`config.mk`:
```
export PLATFORM = sky130hd
export DESIGN_NAME = mem_arbiter
export DESIGN_NICKNAME = d
export VERILOG_FILES = /design/src/rtl/mem_arb_pkg.sv /design/src/rtl/rr_arbiter.sv /design/src/rtl/mem_arbiter.sv
export SDC_FILE = /design/constraint.sdc
export NUM_CORES = 1
export LEC_CHECK = 0
export ABC_AREA = 1
export BUFFER_PORTS_ARGS = -buffer_cell sky130_fd_sc_hd__buf_2
export CORE_ASPECT_RATIO = 1.75
export CORE_MARGIN = 10
export CORE_UTILIZATION = 40
export CTS_CLUSTER_SIZE = 40
export DETAILED_ROUTE_END_ITERATION = 6
export PLACE_DENSITY = 0.71
export SLEW_MARGIN = 20
export SYNTH_ARGS = -nofsm -noshare
export SYNTH_HDL_FRONTEND = slang
export SYNTH_HIERARCHICAL = 1
export SYNTH_SLANG_ARGS = --single-unit
```
`constraint.sdc`:
```
create_clock -name clk -period 3.07 [get_ports clk]
set_input_delay 0.614 -clock clk [delete_from_list [all_inputs] [get_ports clk]]
set_output_delay 0.614 -clock clk [all_outputs]
set_load 0.005 [all_outputs]
```
`src/rtl/mem_arb_pkg.sv`:
```
// Shared types and default memory geometry for the memory arbiter and the memory block it fronts.
package mem_arb_pkg;

  localparam int unsigned MEM_ADDR_WIDTH = 3;
  localparam int unsigned MEM_DATA_WIDTH = 8;

  typedef enum logic [1:0] {
    IDLE  = 2'd0,
    ISSUE = 2'd1,
    WAIT  = 2'd2,
    RESP  = 2'd3
  } arb_state_t;

endpackage

```
`src/rtl/rr_arbiter.sv`:
```
// Combinational round-robin search: first requester strictly after ptr, wrapping.
module rr_arbiter #(
  parameter int unsigned N_REQ = 2,
  localparam int unsigned IDX_W = (N_REQ > 1) ? $clog2(N_REQ) : 1
) (
  input  logic [N_REQ-1:0] req,
  input  logic [IDX_W-1:0] ptr,
  output logic [N_REQ-1:0] grant,
  output logic [IDX_W-1:0] idx,
  output logic             found
);

  int unsigned      pos;
  logic [IDX_W-1:0] pos_idx;

  // Offset 1..N_REQ so ptr itself is checked last.
  always_comb begin
    grant   = '0;
    idx     = '0;
    found   = 1'b0;
    pos     = 0;
    pos_idx = '0;
    for (int unsigned i = 1; i <= N_REQ; i++) begin
      pos     = (32'(ptr) + i) % N_REQ;
      pos_idx = IDX_W'(pos);
      if (!found && req[pos_idx]) begin
        found          = 1'b1;
        idx            = pos_idx;
        grant[pos_idx] = 1'b1;
      end
    end
  end

endmodule

```
`src/rtl/mem_arbiter.sv`:
```
// Round-robin sequencer sharing one single-port synchronous memory between N_REQ requesters;
// one command in flight at a time, read data routed back to the originator.
module mem_arbiter
  import mem_arb_pkg::*;
#(
  parameter int unsigned ADDR_WIDTH = MEM_ADDR_WIDTH,
  parameter int unsigned DATA_WIDTH = MEM_DATA_WIDTH,
  parameter int unsigned N_REQ      = 2
) (
  input  logic                        clk,
  input  logic                        rst,
  input  logic [N_REQ-1:0]            req_valid,
  input  logic [N_REQ-1:0]            req_we,
  input  logic [N_REQ*ADDR_WIDTH-1:0] req_addr,
  input  logic [N_REQ*DATA_WIDTH-1:0] req_wdata,
  output logic [N_REQ-1:0]            req_ready,
  output logic [N_REQ-1:0]            resp_valid,
  output logic [DATA_WIDTH-1:0]       resp_rdata,
  output logic [ADDR_WIDTH-1:0]       mem_addr,
  output logic                        mem_wr_en,
  output logic                        mem_rd_en,
  output logic [DATA_WIDTH-1:0]       mem_wr_data,
  input  logic [DATA_WIDTH-1:0]       mem_rd_data,
  output logic                        busy
);

  localparam int unsigned IDX_W = (N_REQ > 1) ? $clog2(N_REQ) : 1;

  arb_state_t       state_q, state_d;
  logic [IDX_W-1:0] ptr_q;
  logic [IDX_W-1:0] idx_q;
  logic             we_q;

  logic [N_REQ-1:0] grant;
  logic [IDX_W-1:0] grant_idx;
  logic             grant_found;
  logic             accept;

  logic [ADDR_WIDTH-1:0] addr_arr  [N_REQ];
  logic [DATA_WIDTH-1:0] wdata_arr [N_REQ];

  logic [N_REQ-1:0]      resp_valid_d;
  logic [DATA_WIDTH-1:0] resp_rdata_d;
  logic [ADDR_WIDTH-1:0] mem_addr_d;
  logic                  mem_wr_en_d;
  logic                  mem_rd_en_d;
  logic [DATA_WIDTH-1:0] mem_wr_data_d;
  logic                  busy_d;

  rr_arbiter #(.N_REQ(N_REQ)) u_rr (
    .req   (req_valid),
    .ptr   (ptr_q),
    .grant (grant),
    .idx   (grant_idx),
    .found (grant_found)
  );

  always_comb begin
    for (int i = 0; i < int'(N_REQ); i++) begin
      addr_arr[i]  = req_addr[i*ADDR_WIDTH +: ADDR_WIDTH];
      wdata_arr[i] = req_wdata[i*DATA_WIDTH +: DATA_WIDTH];
    end
  end

  // Ready is suppressed while reset is asserted so nothing is handshaken and then dropped.
  assign accept    = rst && (state_q == IDLE) && grant_found;
  assign req_ready = accept ? grant : '0;

  always_ff @(posedge clk) begin
    if (!rst) begin
      state_q <= IDLE;
    end else begin
      state_q <= state_d;
    end
  end

  always_comb begin
    state_d = state_q;
    case (state_q)
      IDLE:    if (grant_found) state_d = ISSUE;
      ISSUE:   state_d = we_q ? IDLE : WAIT;
      WAIT:    state_d = RESP;
      RESP:    state_d = IDLE;
      default: state_d = IDLE;
    endcase
  end

  // Registered outputs are computed one cycle ahead so they line up with the state they belong to.
  always_comb begin
    mem_addr_d    = mem_addr;
    mem_wr_data_d = mem_wr_data;
    mem_wr_en_d   = 1'b0;
    mem_rd_en_d   = 1'b0;
    resp_valid_d  = '0;
    resp_rdata_d  = resp_rdata;
    busy_d        = (state_d != IDLE);
    if (accept) begin
      mem_addr_d  = addr_arr[grant_idx];
      mem_wr_en_d = req_we[grant_idx];
      mem_rd_en_d = !req_we[grant_idx];
      if (req_we[grant_idx]) mem_wr_data_d = wdata_arr[grant_idx];
    end
    if (state_q == WAIT) begin
      resp_valid_d = N_REQ'(1) << idx_q;
      resp_rdata_d = mem_rd_data;
    end
  end

  always_ff @(posedge clk) begin
    if (!rst) begin
      ptr_q       <= IDX_W'(N_REQ - 1);
      idx_q       <= '0;
      we_q        <= 1'b0;
      mem_addr    <= '0;
      mem_wr_data <= '0;
      mem_wr_en   <= 1'b0;
      mem_rd_en   <= 1'b0;
      resp_valid  <= '0;
      resp_rdata  <= '0;
      busy        <= 1'b0;
    end else begin
      if (accept) begin
        ptr_q <= grant_idx;
        idx_q <= grant_idx;
        we_q  <= req_we[grant_idx];
      end
      mem_addr    <= mem_addr_d;
      mem_wr_data <= mem_wr_data_d;
      mem_wr_en   <= mem_wr_en_d;
      mem_rd_en   <= mem_rd_en_d;
      resp_valid  <= resp_valid_d;
      resp_rdata  <= resp_rdata_d;
      busy        <= busy_d;
    end
  end

endmodule

```
==> results.rst <==
.. list-table::
   :header-rows: 1

   * - Metric
     - Value
   * - Count of final max-slew check failures
     - 0
   * - Total clock sinks
     - 29
   * - Internal power
     - 639.3 µW
   * - Complex-gate fraction of the synthesized area
     - 0.1225
   * - Synthesized area per cell
     - 6.740 µm²
   * - Worst-Margin Slew
     - 0.6037 ns
   * - Layout fillers
     - 336
   * - Detailed-route wire length per cell
     - 10.89 µm
   * - Horiz. Die Dim
     - 63.22 µm
   * - Netlist area before placement
     - 1308 µm²
   * - Placed Instances
     - 292
   * - Inserted Diodes
     - 0
   * - Setup crit end kind
     - output pin
   * - Type of origin of the critical path
     - input pin
   * - Post-place instance area
     - 1632 µm²
   * - Switching part of the total
     - 0.2672
   * - Detailed-routing iteration count for the pre-antenna-repair pass
     - 4
   * - Worst Skew
     - 0.002369 ns
   * - Area fraction of the dominant cell type after synthesis
     - 0.4440
   * - Post-route DRC violation count
     - 0
   * - Maximum root-to-sink buffer count
     - 2
   * - Minimum setup slack after placement
     - 0.8674 ns
   * - First DRT Iteration DRCs
     - 48
   * - Required time of the worst setup path
     - 2.46 ns
   * - Startpoint of the most critical setup path
     - rst
   * - Cell types with the largest area share after synthesis
     - sky130_fd_sc_hd__dfxtp_1, sky130_fd_sc_hd__nor2_1, sky130_fd_sc_hd__inv_1, sky130_fd_sc_hd__nand2_1, sky130_fd_sc_hd__o21ai_0
   * - Status
     - completed
   * - Total via count after detailed routing
     - 1311
   * - Die footprint
     - 6046 µm²
   * - Post-CTS setup buffer count
     - 0
   * - Vertical die dimension
     - 95.63 µm
   * - Worst slew margin relative to its limit
     - 0.5975
   * - Maximum VDD drop
     - 0.0003019 V
   * - Adder-cell share of the synthesized area
     - 0
   * - Part of the power in combinational logic
     - 0.188
   * - Clock-pin transition on the worst setup and hold timing paths
     - 0.06 ns
   * - Total GRT Usage
     - 0.1163
   * - Via density per instance
     - 4.370
   * - Fin worst setup slack
     - 0.9080 ns
   * - Total overflow reported by the global router
     - 0
   * - Fraction of final layout cells with drive strength greater than 1
     - 0.2957
   * - Clk Latency, worst-skew pair
     - 0.27 ns
   * - Yosys cell types
     - 18
   * - Combinational family with the most area after synthesis
     - simple AND/OR/NAND/NOR gates
   * - Area Overhead vs Synth
     - 30.91%
   * - Maximum number of pins on one net before global-route repair
     - 26
   * - Synthesized-area fraction occupied by and/or/nand/nor cells
     - 0.3062
   * - Worst reg2reg path startpoint
     - ptr_q
   * - Share of the synthesized netlist area taken by xor and xnor gates
     - 0
   * - Top-Level Pins
     - 62
   * - Depth of the worst hold-timing path
     - 1
   * - Clock Tree Root
     - sky130_fd_sc_hd__clkbuf_8
   * - Count of state elements after synthesis
     - 29
   * - Number of cells traversed by the worst register-to-register path
     - 6
   * - Crit Path Max Fanout
     - 25
   * - TNS Setup
     - 0 ns
   * - Leading cell types by count after synthesis
     - sky130_fd_sc_hd__nor2_1, sky130_fd_sc_hd__inv_1, sky130_fd_sc_hd__dfxtp_1, sky130_fd_sc_hd__nand2_1, sky130_fd_sc_hd__o21ai_0
   * - Async SR Flop Fraction
     - 0
   * - Global placer's final weighted congestion
     - 0.7662
   * - Post-route non-filler standard cell count
     - 300
   * - Synthesized net count
     - 230
   * - Wire length of the first global-routing pass
     - 5.768 mm
   * - Post-layout net count
     - 292
   * - Static power due to leakage
     - 0.0009859 µW
   * - Number of routed nets with antenna violations
     - 0
   * - Main synth FF type
     - sky130_fd_sc_hd__dfxtp_1
   * - Max frequency
     - 0.4625 GHz
   * - Hold-fix buffers at CTS
     - 0
   * - Number of antenna violations at the first check in global routing
     - 0
   * - Hold Startpoint
     - idx_q
   * - Initial Util
     - 0.4162
   * - Count of buffers from port buffering
     - 61
   * - HP Class
     - reg2reg
   * - Final Hold Vio Count
     - 0
   * - Max Cap Violations
     - 0
   * - Area leader, netlist
     - sky130_fd_sc_hd__dfxtp_1
   * - TritonCTS buffer count
     - 5
   * - Dominant cell by count in the synthesized netlist
     - sky130_fd_sc_hd__nor2_1
   * - Yosys warning count
     - 6
   * - RSZ-0062 raised after global routing
     - false
   * - Part of the Yosys area used for sequential elements
     - 0.4440
   * - Share of cell area taken by muxes after synthesis
     - 0
   * - Sequential group share of total power
     - 0.486
   * - Path type of the worst setup path
     - in2out
   * - Post-route cell area
     - 1712 µm²
   * - Clock share of power
     - 0.326
   * - Arr. time, crit path
     - 1.55 ns
   * - # H-tree levels
     - 2
   * - Pwr/cell area
     - 509.7 nW/µm²
   * - Time the worst path needs with I/O delays and setup
     - 2.162 ns
   * - Total half-perimeter wirelength after legalization and detailed placement
     - 2.565 mm
   * - Final critical-path share of the clock period
     - 0.7042
   * - TritonCTS clock tree
     - built
   * - CTS resizes
     - 0
   * - Count of mapped cells out of synthesis
     - 194
   * - Final Routed Wirelength
     - 3.268 mm
   * - Via count of the first global-routing pass
     - 1339
   * - Switching power
     - 233.1 µW
   * - Standard-cell row count
     - 27
   * - CORE AREA
     - 3142 µm²
   * - Count of endpoints failing setup in the final report
     - 0
   * - EDFF count, synth
     - 0
==> stage by stage <==
stage | utilization | power [µW] | hold WS [ns]
after floorplan | - | 533.9 | 0.4132
after global routing | 0.5448 | 932.1 | 0.4963
after CTS | 0.5448 | 890.1 | 0.4716
after global placement | 0.5193 | 596.9 | 0.4528
final | 0.5448 | 872.4 | 0.4609
after detailed placement | 0.5193 | 599.7 | 0.4508
==> layer usage <==
metal  GRT usage  up-vias  routed length, µm
met4     0.06593        0                 64
met1      0.1179      549               1388
li1            -      710                  -
met3     0.05986        5                359
met2      0.1905       47               1456
met5           0        -                  0
==> worst paths after layout <==
| kind | slack [ns] | endpoint |
|---|---|---|
| worst max-delay path | 0.91 | req_ready[0] |
| worst min-delay path | 0.46 | resp_valid[0] |
| worst min register to register | 0.46 | resp_valid[0] |
| worst max register to register | 1.45 | mem_wr_data[0] |
==> state kept, by name, summed over array words and instances, names as in the netlist <==
| name | count |
|---|---|
| resp_valid | 2 |
| we_q | 1 |
| resp_rdata | 8 |
| mem_wr_data | 8 |
| state_q | 2 |
| busy | 1 |
| mem_rd_en | 1 |
| mem_addr | 3 |
| idx_q | 1 |
| ptr_q | 1 |
| mem_wr_en | 1 |
==> power by group through the flow <==
stage          logic [µW]  registers (µW)  clock network (µW)
6_report              164             424                 284
3_5_place_dp          169             431                   0
4_1_cts               169             424                 297
5_1_grt               194             427                 311
2_1_floorplan         100             433                   0
3_3_place_gp          166             431                   0
==> cell families after synthesis <==
family / count (synthesis)
compound gates: 29
buf+inv: 38
simple gates: 98
flops: 29
==> critical path, cell delays in order <==
cell,delay (ns)
sky130_fd_sc_hd__buf_2,0.33
sky130_fd_sc_hd__nand2_2,0.11
sky130_fd_sc_hd__nor2_4,0.12
sky130_fd_sc_hd__inv_1,0.13
sky130_fd_sc_hd__nor2_1,0.11
sky130_fd_sc_hd__buf_2,0.13
==> area by class of cell <==
class | instances | area (µm²) | area share
flip-flops and latches | 29 | 580.6 | 0.3392
inverters | 30 | 112.6 | 0.06579
repair buffers | 63 | 320.3 | 0.1871
multi-input cells | 127 | 564.3 | 0.3297
well taps | 43 | 53.80 | 0.03143
clock buffers | 8 | 80.08 | 0.04678
==> layout by cell type, fill, tap and decap left out <==
cell                        n
sky130_fd_sc_hd__nor2_4     1
sky130_fd_sc_hd__a21oi_2    2
sky130_fd_sc_hd__buf_2     61
sky130_fd_sc_hd__nor2_1    53
sky130_fd_sc_hd__clkbuf_1   3
sky130_fd_sc_hd__inv_1     30
sky130_fd_sc_hd__o21ai_4    1
sky130_fd_sc_hd__nand2_2    2
sky130_fd_sc_hd__a21oi_1    9
sky130_fd_sc_hd__dfxtp_1   29
sky130_fd_sc_hd__o21ai_0   13
sky130_fd_sc_hd__buf_4      2
sky130_fd_sc_hd__nand3_1   10
sky130_fd_sc_hd__nor2_2     2
sky130_fd_sc_hd__or2_1      1
sky130_fd_sc_hd__nand2_1   29
sky130_fd_sc_hd__o21ai_1    4
sky130_fd_sc_hd__clkbuf_8   5
No activity file was read; power rests on OpenSTA's default activity.
